[src/rtl/sp_pkg.sv]
`default_nettype none
// ============================================================================
// Module      : sp_pkg
// Description : Shared definitions for the serial-to-parallel receiver:
//               FSM state encoding, default COM/IDL symbols and a counter
//               width helper.
// Revision    : 1.0 - initial parametrised release
// ============================================================================
package sp_pkg;

    // Receiver alignment states
    localparam int unsigned  c_STATE_W = 2;
    localparam logic [1:0]   c_SEARCH  = 2'd0;
    localparam logic [1:0]   c_ALIGN   = 2'd1;
    localparam logic [1:0]   c_ACTIVE  = 2'd2;

    // Default 8-bit symbols; widened/truncated to DATA_W by the users
    localparam logic [7:0]   c_COM_SYM_DEF = 8'hBC;
    localparam logic [7:0]   c_IDL_SYM_DEF = 8'h7C;

    // Width of a counter that must hold values 0..n-1 (never below 1 bit)
    function automatic int f_cnt_w(input int n);
        return (n <= 2) ? 1 : $clog2(n);
    endfunction

endpackage
`default_nettype wire

[src/rtl/sp_shift_align.sv]
`default_nettype none
// ============================================================================
// Module      : sp_shift_align
// Description : Serial shift register, word bit counter and COM compare.
//               o_nxt is the candidate word including the bit being sampled
//               this cycle; o_boundary marks the last bit of an aligned word.
// Revision    : 1.0 - initial parametrised release
// ============================================================================
module sp_shift_align
    import sp_pkg::*;
#(
    parameter int                DATA_W  = 8,
    parameter logic [DATA_W-1:0] COM_SYM = DATA_W'(c_COM_SYM_DEF)
) (
    input  logic              clk,
    input  logic              rst,
    input  logic              i_data,
    input  logic              i_sync,
    output logic [DATA_W-1:0] o_nxt,
    output logic              o_boundary,
    output logic              o_com_match
);

    localparam int                 c_CNT_W = f_cnt_w(DATA_W);
    localparam logic [c_CNT_W-1:0] c_LAST  = c_CNT_W'(DATA_W - 1);

    // Only DATA_W-1 history bits are needed: the newest bit comes from i_data
    logic [DATA_W-2:0]  r_sr;
    logic [c_CNT_W-1:0] r_bit_cnt;

    assign o_nxt       = {r_sr, i_data};
    assign o_boundary  = (r_bit_cnt == c_LAST);
    assign o_com_match = (o_nxt == COM_SYM);

    // Shift every cycle; the bit counter restarts on a sync request or wraps at the word end
    always_ff @(posedge clk) begin
        if (rst) begin
            r_sr      <= '0;
            r_bit_cnt <= '0;
        end else begin
            r_sr <= o_nxt[DATA_W-2:0];
            if (i_sync || o_boundary) begin
                r_bit_cnt <= '0;
            end else begin
                r_bit_cnt <= r_bit_cnt + 1'b1;
            end
        end
    end

endmodule
`default_nettype wire

[src/rtl/serial_paralelo_param.sv]
`default_nettype none
// ============================================================================
// Module      : serial_paralelo_param
// Description : Parametrised serial-to-parallel receiver. Hunts for the COM
//               symbol at any bit offset, locks after ACTIVE_COUNT aligned
//               COMs, presents non-idle words on data_out_SP/valid_SP and
//               drops lock after MISALIGN_MAX misaligned COMs.
// Revision    : 1.0 - initial parametrised release
// ============================================================================
module serial_paralelo_param
    import sp_pkg::*;
#(
    parameter int                DATA_W       = 8,
    parameter logic [DATA_W-1:0] COM_SYM      = DATA_W'(c_COM_SYM_DEF),
    parameter logic [DATA_W-1:0] IDL_SYM      = DATA_W'(c_IDL_SYM_DEF),
    parameter int                ACTIVE_COUNT = 4,
    parameter int                MISALIGN_MAX = 3
) (
    input  logic              clk_32f,
    input  logic              reset,
    input  logic              data_in_SP,
    output logic [DATA_W-1:0] data_out_SP,
    output logic              valid_SP,
    output logic              active,
    output logic              com_det
);

    localparam int                 c_COM_W   = f_cnt_w(ACTIVE_COUNT + 1);
    localparam int                 c_MIS_W   = f_cnt_w(MISALIGN_MAX + 1);
    localparam logic [c_COM_W-1:0] c_COM_LIM = c_COM_W'(ACTIVE_COUNT);
    localparam logic [c_COM_W-1:0] c_COM_ONE = c_COM_W'(1);
    localparam logic [c_MIS_W-1:0] c_MIS_LIM = c_MIS_W'(MISALIGN_MAX);

    logic [DATA_W-1:0]  w_nxt;
    logic               w_boundary;
    logic               w_com_match;
    logic               w_idl_match;
    logic               w_sync;
    logic [c_COM_W-1:0] w_com_cnt_inc;
    logic [c_MIS_W-1:0] w_mis_cnt_inc;

    logic [c_STATE_W-1:0] r_state;
    logic [c_COM_W-1:0]   r_com_cnt;
    logic [c_MIS_W-1:0]   r_mis_cnt;
    logic [DATA_W-1:0]    r_data;
    logic                 r_valid;
    logic                 r_active;
    logic                 r_com_det;

    // A COM found while hunting defines the new word phase
    assign w_sync      = (r_state == c_SEARCH) && w_com_match;
    assign w_idl_match = (w_nxt == IDL_SYM);

    // Saturating increments
    assign w_com_cnt_inc = (r_com_cnt == c_COM_LIM) ? r_com_cnt : r_com_cnt + 1'b1;
    assign w_mis_cnt_inc = (r_mis_cnt == c_MIS_LIM) ? r_mis_cnt : r_mis_cnt + 1'b1;

    sp_shift_align #(
        .DATA_W  (DATA_W),
        .COM_SYM (COM_SYM)
    ) u_shift_align (
        .clk         (clk_32f),
        .rst         (reset),
        .i_data      (data_in_SP),
        .i_sync      (w_sync),
        .o_nxt       (w_nxt),
        .o_boundary  (w_boundary),
        .o_com_match (w_com_match)
    );

    // Alignment FSM and registered word outputs
    always_ff @(posedge clk_32f) begin
        if (reset) begin
            r_state   <= c_SEARCH;
            r_com_cnt <= '0;
            r_mis_cnt <= '0;
            r_data    <= '0;
            r_valid   <= 1'b0;
            r_active  <= 1'b0;
            r_com_det <= 1'b0;
        end else begin
            r_com_det <= 1'b0;
            case (r_state)
                c_SEARCH: begin
                    if (w_com_match) begin
                        r_com_cnt <= c_COM_ONE;
                        r_com_det <= 1'b1;
                        if (ACTIVE_COUNT == 1) begin
                            r_state  <= c_ACTIVE;
                            r_active <= 1'b1;
                        end else begin
                            r_state <= c_ALIGN;
                        end
                    end
                end
                c_ALIGN: begin
                    if (w_boundary) begin
                        if (w_com_match) begin
                            r_com_det <= 1'b1;
                            r_com_cnt <= w_com_cnt_inc;
                            if (w_com_cnt_inc == c_COM_LIM) begin
                                r_state  <= c_ACTIVE;
                                r_active <= 1'b1;
                            end
                        end else begin
                            r_state   <= c_SEARCH;
                            r_com_cnt <= '0;
                        end
                    end
                end
                c_ACTIVE: begin
                    if (w_boundary) begin
                        if (w_com_match) begin
                            r_com_det <= 1'b1;
                            r_valid   <= 1'b0;
                            r_mis_cnt <= '0;
                        end else if (w_idl_match) begin
                            r_valid <= 1'b0;
                        end else begin
                            r_data  <= w_nxt;
                            r_valid <= 1'b1;
                        end
                    end else if (w_com_match) begin
                        // COM seen at the wrong phase: count towards losing lock
                        if (w_mis_cnt_inc == c_MIS_LIM) begin
                            r_state   <= c_SEARCH;
                            r_active  <= 1'b0;
                            r_valid   <= 1'b0;
                            r_com_cnt <= '0;
                            r_mis_cnt <= '0;
                        end else begin
                            r_mis_cnt <= w_mis_cnt_inc;
                        end
                    end
                end
                default: begin
                    r_state <= c_SEARCH;
                end
            endcase
        end
    end

    assign data_out_SP = r_data;
    assign valid_SP    = r_valid;
    assign active      = r_active;
    assign com_det     = r_com_det;

endmodule
`default_nettype wire
[config.mk]
export PLATFORM = sky130hd
export DESIGN_NAME = serial_paralelo_param
export DESIGN_NICKNAME = d
export VERILOG_FILES = /design/src/rtl/sp_pkg.sv /design/src/rtl/sp_shift_align.sv /design/src/rtl/serial_paralelo_param.sv
export SDC_FILE = /design/constraint.sdc
export NUM_CORES = 1
export LEC_CHECK = 0
export BUFFER_PORTS_ARGS = -buffer_cell sky130_fd_sc_hd__clkbuf_2
export CAP_MARGIN = 20
export CORE_ASPECT_RATIO = 1.25
export CORE_MARGIN = 2
export CORE_UTILIZATION = 44
export CTS_CLUSTER_DIAMETER = 80
export DETAILED_ROUTE_END_ITERATION = 16
export GPL_TIMING_DRIVEN = 0
export PLACE_DENSITY = 0.65
export SLEW_MARGIN = 20
export SYNTH_ARGS = -nofsm -noshare
export SYNTH_HDL_FRONTEND = slang
export SYNTH_SLANG_ARGS = --single-unit
[constraint.sdc]
create_clock -name clk_32f -period 2.4 [get_ports clk_32f]
set_input_delay 0.24 -clock clk_32f [delete_from_list [all_inputs] [get_ports clk_32f]]
set_output_delay 0.24 -clock clk_32f [all_outputs]
set_load 0.05 [all_outputs]
; Yosys cells after proc, flatten, opt, wreduce, memory -nomap -nowiden
; Cells that the tools add are included.
[word_totals]
rom_bits = 0
ramBits = 0
out_inout_bits = 11
latchBits = 0
elab_cells = 80
mem_count = 0
regBits = 28
[classes]
mul = 0
div = 0
order_cmp = 0
shifts = 0
n_eq_ne = 17
muxes = 34
n_reduce_logical = 15
addsub = 3
n_bitwise = 2
[op_table]
columns = cell, count
row1 = 2-bit 2-to-1 mux, 12
row2 = 3-bit 2-to-1 mux, 7
row3 = 2-bit != test (second input constant), 6
row4 = 6-bit AND reduction, 2
row5 = 1-bit 2-to-1 mux, 11
row6 = 3-bit == test (second input constant), 3
row7 = 3-bit case mux with 3 select lines, 1
row8 = 8-bit by 7-bit == test with 1-bit output (second input constant), 1
row9 = 8-bit == test (second input constant), 1
row10 = 7-bit AND reduction, 1
row11 = 3-bit by 1-bit adder with 3-bit output (second input constant), 2
row12 = 2-bit == test (second input constant), 3
row13 = 2-bit case mux with 3 select lines, 1
row14 = 2-bit nonzero test, 3
row15 = 1-bit case mux with 2 select lines, 2
row16 = 4-bit AND reduction, 1
row17 = 2-bit OR reduction, 2
row18 = 3-bit != test (second input constant), 1
row19 = 3-bit AND reduction, 1
row20 = 3-bit nonzero test, 1
row21 = 2-bit by 1-bit adder with 2-bit output (second input constant), 1
row22 = 2-bit by 1-bit == test with 1-bit output (second input constant), 1
row23 = 2-bit zero test, 1
row24 = 2-bit by 1-bit != test with 1-bit output (second input constant), 1
row25 = 4 further kinds, 5

; Logic depth before layout (Yosys ltp)
; Gate-level depths: netlist of run 1.
[logic_depth]
ltp_word = 7
depth_mapped = 8
mapped_depth_nobuf = 6

; Cells and area by module
; A second synthesis of run 1 with hierarchy kept.
[hier_totals]
cells_unflattened = 131
hier_area_um2 = 1295.0
[modules_own_cells]
columns = module, instances, area_each_um2, seq_area_each_um2, cells_per_inst
row1 = serial_paralelo_param, 1, 964.7, 360.3, 104
row2 = sp_shift_align, 1, 330.3, 200.2, 27

; Worst setup path before layout of run 1
; No wires, ideal clock.
[synth_timing]
path_kind = register to register
start = reg r_state[0]
end = reg r_com_cnt[0]
slack_ps = 638
stages_incl_launch_ff = 8
arrival_time_ps = 1676
t_required_ps = 2314
setup_ps = 86
n_path_buf = 1
period_less_slack_ps = 1762
path_cell_list = dfxtp_1 inv_1 ha_1 buf_6 and3b_2 a22oi_2 or3b_1 a221oi_2
[synth_between]
elab_chain_cells = 3
elab_cells_between_ends = 11
classes_between = eq/ne: 7 / mux: 1 / reduce/logical: 3
[synth_lines]
columns = item, line
row1 = from (decl), serial_paralelo_param.sv:42  ; logic [c_STATE_W-1:0] r_state;
row2 = from (signal assigned), serial_paralelo_param.sv:74  ; r_state <= c_SEARCH;
row3 = from (signal assigned), serial_paralelo_param.sv:89  ; r_state <= c_ACTIVE;
row4 = from (signal assigned), serial_paralelo_param.sv:92  ; r_state <= c_ALIGN;
row5 = 2-bit by 1-bit == test with 1-bit output (tied with other cells), serial_paralelo_param.sv:83  ; case (r_state)
row6 = 2-bit by 1-bit != test with 1-bit output (no source line) (tied with other cells), n/a
row7 = 6-bit AND reduction (no source line), n/a
row8 = to (signal assigned), serial_paralelo_param.sv:86  ; r_com_cnt <= c_COM_ONE;
row9 = to (signal assigned), serial_paralelo_param.sv:100  ; r_com_cnt <= w_com_cnt_inc;
row10 = to (decl), serial_paralelo_param.sv:43  ; logic [c_COM_W-1:0] r_com_cnt;
; Several ways; a longest one is shown, not always the timed one.
; A chain may end at the register's enable or synchronous reset.

; Final worst setup path of run 1
[layout_timing]
start = reg u_shift_align.r_bit_cnt[0]
end = reg r_com_cnt[0]
[layout_between]
elab_chain_cells = 3
elab_cells_between_ends = 4
classes_between = eq/ne: 3 / reduce/logical: 1
[layout_lines]
columns = item, line
row1 = from (decl), sp_shift_align.sv:29  ; logic [c_CNT_W-1:0] r_bit_cnt;
row2 = from (signal assigned), sp_shift_align.sv:45  ; r_bit_cnt <= r_bit_cnt + 1'b1;
row3 = 3-bit == test *, sp_shift_align.sv:32  ; assign o_boundary = (r_bit_cnt == c_LAST);
row4 = 2-bit by 1-bit != test with 1-bit output (no source line) / 2-bit != test (equally long branches), n/a
row5 = 6-bit AND reduction (no source line) *, n/a
; Every way passes the cells marked *; elsewhere a longest branch is shown, timed or not.

==> results of run 1 <==
[state kept, by name, indices dropped and copies added, names as in the netlist]
| register | cells |
|---|---|
| valid_SP | 1 |
| r_state | 2 |
| active | 1 |
| u_shift_align.r_sr | 7 |
| com_det | 1 |
| r_com_cnt | 3 |
| r_mis_cnt | 2 |
| u_shift_align.r_bit_cnt | 3 |
| data_out_SP | 8 |
[logic make-up after synthesis]
kind of cell / after synthesis / synth area share [%]
AOI/OAI and AO/OA: 23 / 14.4
xor gates and xnor gates: 2 / 1.32
adders and majority gates: 8 / 7.55
buffers and inverters: 15 / 5.57
DFF: 28 / 42.3
muxes: 9 / 6.79
and+or+nand+nor: 49 / 22.1
[cells in the final DEF (no fill, tap or decap), types with 2 or more instances in the layout]
master     n
nor4b_1    3
buf_6      2
ha_1       8
clkbuf_2  12
nor3_1     2
a221oi_2   2
mux2i_1    9
nor4bb_1   2
clkbuf_1   3
nand2_1    5
dfxtp_1   28
nand4_1    3
a41oi_1    2
o21ai_0    3
nor2b_1   10
buf_2      2
and2_1     3
a31oi_1    3
nor2_1    12
nand3_1    2
clkbuf_4   3
a311oi_1   3
inv_1      8
[stage by stage]
| stage | area [um^2] | hold slack, ps | std cells | util [%] | power [mW] |
|---|---|---|---|---|---|
| global route | 1480 | 164 | 186 | 50.9 | 0.880 |
| finish | 1480 | 157 | 186 | 50.9 | 0.851 |
| detailed placement | 1430 | 421 | 182 | 49.1 | 0.550 |
| global placement | 1430 | 410 | 182 | 49.1 | 0.548 |
| CTS | 1480 | 154 | 186 | 50.9 | 0.857 |
| floorplan | 1330 | 368 | 134 | - | 0.535 |
[critical path, delay by kind of cell, from the launching register on]
| family | cells | cell delay [ps] |
|---|---|---|
| AND/OR/NAND/NOR | 1 | 410 |
| AO/OA/AOI/OAI | 2 | 580 |
| flip-flops | 1 | 370 |
| adder cells (fa/ha/maj) | 2 | 460 |
| buffers and inverters | 1 | 120 |
[routing by layer]
metal	up-vias	wire length, um
met4	0	40
met1	487	1130
met5	-	0
met3	6	83
met2	27	1330
li1	510	-
[power by group through the flow]
stage	Clock, mW	Sequential [mW]	Combinational, mW
floorplan	0	0.488	0.0469
CTS	0.317	0.480	0.0609
global placement	0	0.489	0.0584
global route	0.331	0.482	0.0671
detailed placement	0	0.490	0.0600
finish	0.310	0.480	0.0612
[worst paths after layout]
kind                                            startpoint                          to  slack, ps
worst min register to register  u_shift_align.r_bit_cnt[0]  u_shift_align.r_bit_cnt[0]        440
worst max-delay path            u_shift_align.r_bit_cnt[0]                r_com_cnt[0]        370
worst max register to register  u_shift_align.r_bit_cnt[0]                r_com_cnt[0]        370
worst min-delay path                            data_in_SP       u_shift_align.r_sr[0]        160
[final cells by class]
class	count	area share [%]
multi-input combinational	91	46.6
sequential	28	37.8
timing repair buffer	12	4.05
tap	36	3.04
buffer	7	2.95
clock inverter	1	2.02
inverter	8	2.02
clock buffer	3	1.52
==> reports/metrics.cfg, run 1 <==
[timing]
tns_ps=0
max_freq_mhz=492
period_share_pct=84.7
final-setup-viol-count=0
hold_viol_final=0
min_period_ps=2030
drv_slew=0
worst_pin_slew_ps=515
relSlewSlack_pct=65.7
rsz0062_at_grt=no
setup_ws_ps=368
skew_ps=13.2

[setup_path]
cp.required_ps=2650
cp.arrival_ps=2280
critPathCaptureType=flop
crit_slowest_cell=or3b_1
worstPathCellList=ha_1, ha_1, inv_1, o21ai_0, or3b_1, a221oi_2
cp_max_fo=8
cpMostUsedCell=ha_1
worst_setup_path_start_kind=flop
worstSetupPathType=reg2reg
cpPeakStageDelay_ps=410
r2r_cells=6

[yosys]
avgSynthCellArea_um2=9.90
yosys.area.top_type=dfxtp_1
synth_sequential_area_ratio_pct=42.3
syn_nets=145
syn_area_um2=1330
synth_cells=134
synth_common_cells=dfxtp_1, nor2_1, nor2b_1
ys_top_cells_by_area=dfxtp_1, ha_1, mux2i_1
ys_async_sr_fraction_pct=0
synth.distinct_cells=40
yosys.area.top_type_share_pct=42.3
synth-warning-count=0
synth_edf_count=0
yosysMostFrequentCell=dfxtp_1
synth_seq_cells=28
synth_flop_cell=dfxtp_1

[route]
vias_per_cell=5.54
routedWlPerCell_um=13.9
dr.pass1.iters=4
drtIter0Drc=16
ant_nets=0
wirelength_um=2590
drc=0
vias=1030

[pwr]
p_clk_share_pct=36.4
combPwrFrac_pct=7.2
switching_power_uw=184
leakage_nw=0.594
p_int_uw=666
ir_drop_uv=440
swShare_pct=21.7
power.density_nw_per_um2=573
power_frac_seq_pct=56.4

[placed_design]
io_buffer_count=12
dp_hpwl_um=1890
gp_congestion=0.793
dpl_worst_slack_ps=452

[final_layout]
multiInputGateArea_um2=692
n_antenna_cell=0
drive_above_1_share_pct=18.0
syn_to_final_growth_pct=11.9
nFillCells=306
nets=162
regArea_um2=561

[grt]
use_met1_pct=21.8
track_usage_pct=17.8
gr-usage-met2_pct=31.3
grt_util_met3_pct=2.73
grt_overflow=0
grt_pass1_vias=1040
antenna_found_initial=0
grt_pass1_wl_um=4570
grt_max_degree=17
grt_most_used_layer=met2

[clocking]
cts_tree=yes
post_cts_buffers=0
clkTransAtPathRegs_ps=160
clkSinkCount=28
holdBufCountCts=0
clkLatencyLatePin_ps=330
post_cts_resized=0
clk_path_buf_depth=2
h-tree-depth=1
cts_root_buffer=clkbuf_4
cts_made_buffers=3

[floorplan]
fp.dieArea_um2=3470
io_pins=14
rows=22
core_region_area_um2=2920
initial_core_util_pct=45.5
dieHeight_um=65.4
chipWidth_um=53.1

[run_status]
status=completed

[min_path]
holdCritPathClass=in2reg
hold_depth=2

[run]
maxCapViolCount=0

(Power assumes the default switching activity.)
==> run 2, diff against run 1 <==
--- a/config.mk
+++ b/config.mk
@@ -13,7 +13,7 @@
 export CTS_CLUSTER_DIAMETER = 80
 export DETAILED_ROUTE_END_ITERATION = 16
 export GPL_TIMING_DRIVEN = 0
-export PLACE_DENSITY = 0.65
+export PLACE_DENSITY = 0.67
 export SLEW_MARGIN = 20
 export SYNTH_ARGS = -nofsm -noshare
 export SYNTH_HDL_FRONTEND = slang
==> constraint.sdc (replaced) <==
create_clock -name clk_32f -period 1.68 [get_ports clk_32f]
set_input_delay 0.168 -clock clk_32f [delete_from_list [all_inputs] [get_ports clk_32f]]
set_output_delay 0.168 -clock clk_32f [all_outputs]
set_load 0.05 [all_outputs]
==> run 2 against run 1 <==
Compared with the run above:
- register-to-register slack worse by 350 ps
- total power is 35% higher
- utilization is 8.1 points higher
- sequential share of layout area is 4.5 points lower
- wire length is 12% higher
- first-iteration DRC count is 25% higher
- cell count is 7.5% higher
- largest cell class unchanged
==> reports/metrics.cfg, run 2 (synthesized netlist as in run 1, its figures left out) <==
[run_status]
status=completed

[setup_path]
cp.arrival_ps=1920
worst_setup_path_start_kind=flop
cpPeakStageDelay_ps=400
r2r-end=r_com_cnt[0]
crit_slowest_cell=dfxtp_4
startpoint=r_state[0]
r2r_cells=6
reg2reg_slack_ps=10
crit_family=simple AND/OR/NAND/NOR gates
critPathCaptureType=flop
worstPathCellList=inv_4, ha_4, and3b_2, a22oi_2, or3b_1, a221oi_2
cp.required_ps=1930
cp_num_buf_inv=1
worstSetupPathType=reg2reg
cp_max_fo=6
r2r_start=r_state[0]

[floorplan]
dieHeight_um=65.4
core_region_area_um2=2920
io_pins=14
fp.dieArea_um2=3470
chipWidth_um=53.1
initial_core_util_pct=45.5
rows=22

[final_layout]
syn_to_final_growth_pct=29.7
regArea_um2=573
nets=176
finish.utilization_pct=59.0
layout_common_cells=dfxtp_1, buf_4, nor2_1, clkbuf_2, nor2b_1
drive_above_1_share_pct=39.6
multiInputGateArea_um2=807
final_area_um2=1720
mostFrequentLayoutCell=dfxtp_1
n_antenna_cell=0
nFillCells=266
largest_reg_flops=8

[timing]
skew_ps=2.91
rsz0062_at_grt=yes
worst_pin_slew_ps=529
drv_slew=0
max_freq_mhz=600
period_share_pct=99.2
tns_ps=0
relSlewSlack_pct=64.7
hold_viol_final=0
final-setup-viol-count=0
min_period_ps=1670

[min_path]
holdCritPathClass=in2reg
worstHoldStart=data_in_SP
hold_path_end=u_shift_align.r_sr[0]
hold_depth=2

[route]
drtIter0Drc=20
wirelength_um=2910
dr.pass1.iters=4
routedWlPerCell_um=14.6
vias_per_cell=5.49
drc=0
ant_nets=0
vias=1098

[pwr]
power_frac_seq_pct=59.9
switching_power_uw=276
combPwrFrac_pct=11.3
leakage_nw=0.672
swShare_pct=24.0
p_int_uw=876
p_clk_share_pct=28.8
power.density_nw_per_um2=669
ir_drop_uv=607

[placed_design]
gp_congestion=0.854
dpl-instance-area_um2=1430
io_buffer_count=12
dp_hpwl_um=1860

[clocking]
clkSinkCount=28
clk_path_buf_depth=2
holdBufCountCts=0
cts_made_buffers=3
cts_root_buffer=clkbuf_4
clkTransAtPathRegs_ps=150
h-tree-depth=1
cts_tree=yes
clkLatencyLatePin_ps=330

[grt]
track_usage_pct=18.0
grt_max_degree=16
grt_pass1_vias=1039
grt_pass1_wl_um=4640
antenna_found_initial=0
grt_overflow=0

[run]
maxCapViolCount=0

==> run 2: cell types whose count changed in the layout (fill, tap and decap cells not counted), moves of 2 or more <==
| cell | before | now |
|---|---|---|
| buf_4 | 0 | 14 |
| inv_4 | 0 | 3 |
| buf_2 | 2 | 0 |
| ha_4 | 0 | 6 |
| inv_2 | 0 | 2 |
| ha_1 | 8 | 1 |
| dfxtp_1 | 28 | 22 |
| dfxtp_4 | 0 | 2 |
| dfxtp_2 | 0 | 4 |
| inv_1 | 8 | 3 |
| buf_6 | 2 | 4 |
==> run 2: layer usage <==
| layer | GRT usage (%) | up-vias | share of wire (%) |
|---|---|---|---|
| li1 | - | 540 | - |
| met1 | 21.6 | 528 | 43 |
| met2 | 30.3 | 23 | 52 |
| met3 | 2.73 | 7 | 3.2 |
| met4 | 9.29 | 0 | 2.1 |
| met5 | 0 | - | 0 |
==> run 2: repair_timing <==
item                       CTS  global route
setup endpoints to repair   14            13
gates cloned                 0             1
resized for setup           20            26
setup buffers                9             6
pin swaps                    5             8
==> run 2: power groups by stage <==
stage          logic [mW]  clock network, mW  registers (mW)
2_1_floorplan      0.0670                  0           0.698
3_3_place_gp       0.0826                  0           0.700
3_5_place_dp       0.0849                  0           0.701
4_1_cts             0.122              0.335           0.690
5_1_grt             0.142              0.364           0.693
6_report            0.130              0.332           0.690
==> run 2: layout make-up <==
class / count / share of cell area, %
clock buffers: 4 / 2.11
flip-flops and latches: 28 / 33.3
plain buffers: 5 / 1.96
repair buffers: 28 / 10.9
well taps: 36 / 2.62
inverters: 8 / 2.18
multi-input cells: 91 / 46.9
==> run 2: worst max path at each step <==
stage	end	cells past startpoint
after floorplan	r_com_cnt[0]	7
after global placement	r_com_cnt[0]	6
after detailed placement	r_com_cnt[0]	6
after CTS	r_com_cnt[0]	7
after global routing	r_com_cnt[0]	6
final	r_com_cnt[0]	6
==> run 2: stage by stage <==
step           worst slack [ps]  hold WS [ps]  cells  power (mW)
3_5_place_dp               -231           415    182       0.786
5_1_grt                   -25.4          65.7    200        1.20
6_report                   13.4          64.3    200        1.15
3_3_place_gp               -146           408    182       0.783
4_1_cts                   -46.8          64.8    194        1.15
2_1_floorplan              4.13           296    134       0.765
==> run 3, diff against run 2 <==
--- a/config.mk
+++ b/config.mk
@@ -5,6 +5,7 @@
 export SDC_FILE = /design/constraint.sdc
 export NUM_CORES = 1
 export LEC_CHECK = 0
+export ABC_AREA = 1
 export BUFFER_PORTS_ARGS = -buffer_cell sky130_fd_sc_hd__clkbuf_2
 export CAP_MARGIN = 20
 export CORE_ASPECT_RATIO = 1.25
==> run 3 against run 2 <==
Compared with the run above:
- non-clock buffer count fell by 17
- clock skew rose by 4.7 ps
- sequential share of layout area grew 3.8 points
- highest routed layer unchanged
==> reports/metrics.cfg, run 3 <==
[setup_path]
cp.required_ps=1920
cp_max_fo=5
worst_setup_path_start_kind=flop
cp.arrival_ps=1800
critPathCaptureType=flop
worstSetupPathType=reg2reg

[floorplan]
io_pins=14
fp.dieArea_um2=3520
chipWidth_um=53.5
initial_core_util_pct=46.1
core_region_area_um2=2920
rows=22
dieHeight_um=65.8

[route]
dr.pass1.iters=3
vias_per_cell=4.81
ant_nets=0
wirelength_um=2440
drc=0
drtIter0Drc=14
vias=1125
routedWlPerCell_um=10.4

[clocking]
cts_made_buffers=3
h-tree-depth=1
clkLatencyLatePin_ps=320
clkSinkCount=28
cts_root_buffer=clkbuf_4
cts_tree=yes
clk_path_buf_depth=2
clkTransAtPathRegs_ps=150
holdBufCountCts=0

[final_layout]
nFillCells=307
layout_common_cells=nor2_1, nand2_1, dfxtp_1
n_antenna_cell=0
nets=210
syn_to_final_growth_pct=12.3
drive_above_1_share_pct=17.2
largest_reg_flops=8
finalNonFillerCells=234
final_area_um2=1510
mostFrequentLayoutCell=nor2_1

[yosys]
syn_area_um2=1350
yosys.area.top_type_share_pct=41.6
synth_sequential_area_ratio_pct=41.6
synth_cells=181
synth.distinct_cells=24
synth_seq_cells=28
ys_async_sr_fraction_pct=0
synth_common_cells=nor2_1, dfxtp_1, nand2_1
yosys.area.top_type=dfxtp_1
synth-warning-count=0
syn_nets=192
synth_edf_count=0
ys_top_cells_by_area=dfxtp_1, nor2_1, nand2_1
yosysMostFrequentCell=nor2_1
synth_flop_cell=dfxtp_1
avgSynthCellArea_um2=7.44

[timing]
rsz0062_at_grt=no
tns_ps=0
min_period_ps=1560
relSlewSlack_pct=70.4
final-setup-viol-count=0
period_share_pct=92.7
skew_ps=7.56
max_freq_mhz=642
worst_pin_slew_ps=444
drv_slew=0
setup_ws_ps=123
hold_viol_final=0

[run]
maxCapViolCount=0

[placed_design]
io_buffer_count=13
dp_cells=230
gp_congestion=0.869
dp_hpwl_um=1880
dpl-instance-area_um2=1460
dpl_worst_slack_ps=147

[pwr]
power.density_nw_per_um2=1100
power_frac_seq_pct=44.3
switching_power_uw=542
swShare_pct=32.5
ir_drop_uv=659
p_int_mw=1.13
leakage_nw=0.695
p_clk_share_pct=26.4
combPwrFrac_pct=29.3

[grt]
grt_max_degree=17
grt_pass1_wl_um=4430
grt_overflow=0
use_met1_pct=21.6
track_usage_pct=16.5
grt_util_met3_pct=2.71
antenna_found_initial=0
grt_pass1_vias=1047
gr-usage-met2_pct=27.2
grt_most_used_layer=met2

[min_path]
holdCritPathClass=in2reg

[run_status]
status=completed

## run 3: cell count changes in the layout (fill, tap and decap cells not counted), sizes merged, moves of 10 or more
| cell | delta |
|---|---|
| nand3 | +11 |
| buf | -18 |
| nand2 | +28 |
| nor2 | +29 |
| inv | +18 |
| nor2b | -10 |
| o21ai | +11 |
## run 3: logic make-up (layout without fill, tap and decap cells)
group / after synthesis / after routing / synth area share, %
AO/OA/AOI/OAI: 25 / 25 / 11.1
buffers and inverters: 29 / 46 / 8.18
adder cells (fa/ha/maj): 8 / 8 / 7.44
flip-flops: 28 / 28 / 41.6
AND/OR/NAND/NOR: 91 / 91 / 31.7
## run 3: per-stage QoR
step / hold slack, ps / util (%) / power (mW)
after floorplan: 247 / - / 1.15
after global placement: 379 / 49.9 / 1.23
after detailed placement: 388 / 49.9 / 1.24
after CTS: 18.2 / 51.7 / 1.68
after global routing: 32.0 / 51.8 / 1.78
final: 29.4 / 51.8 / 1.67
## run 3: final timing paths
check,start,endpoint,slack (ps),depth (start not counted)
hold / removal,reset,com_det,30,2
hold reg to reg,u_shift_align.r_bit_cnt[0],u_shift_align.r_bit_cnt[0],430,1
setup reg to reg,r_state[1],r_com_cnt[1],120,10
setup / recovery,r_state[1],r_com_cnt[1],120,10
## run 3: power groups by stage
stage | sequential [mW] | combinational [mW] | clock, mW
floorplan | 0.765 | 0.385 | 0
global placement | 0.750 | 0.476 | 0
detailed placement | 0.753 | 0.487 | 0
CTS | 0.739 | 0.490 | 0.452
global route | 0.745 | 0.552 | 0.480
finish | 0.738 | 0.489 | 0.440
## run 3: timing repair
action / CTS / global route
endpoints found under the setup margin: 0 / 5
buffers inserted: 0 / 0
resized for setup: 0 / 1
## run 3: worst max-delay path, stage by stage, from the launching register on
cell and delay (ps):
dfxtp_1 380, inv_1 80, ha_1 240, inv_1 150, o21ai_0 100, o21ai_1 100
nand3_2 130, nor2_2 130, nand2_1 60, nand2_1 50, nor2_1 40
## run 3: area by class of cell
cell class                      instances  area (um^2)  area share (%)
Multi-Input combinational cell        124          678            44.9
Clock inverter                          1         30.0            1.99
Buffer                                  3         12.5           0.828
Sequential cell                        28          561            37.1
Inverter                               26         97.6            6.46
Clock buffer                            3         22.5            1.49
Timing Repair Buffer                   13         65.1            4.30
Tap cell                               36         45.0            2.98
## run 3: metal layers
layer / vias to the layer above / share of wire, %
met4: 0 / 0.70
met3: 2 / 2.3
met5: - / 0
li1: 604 / -
met2: 9 / 47
met1: 510 / 50
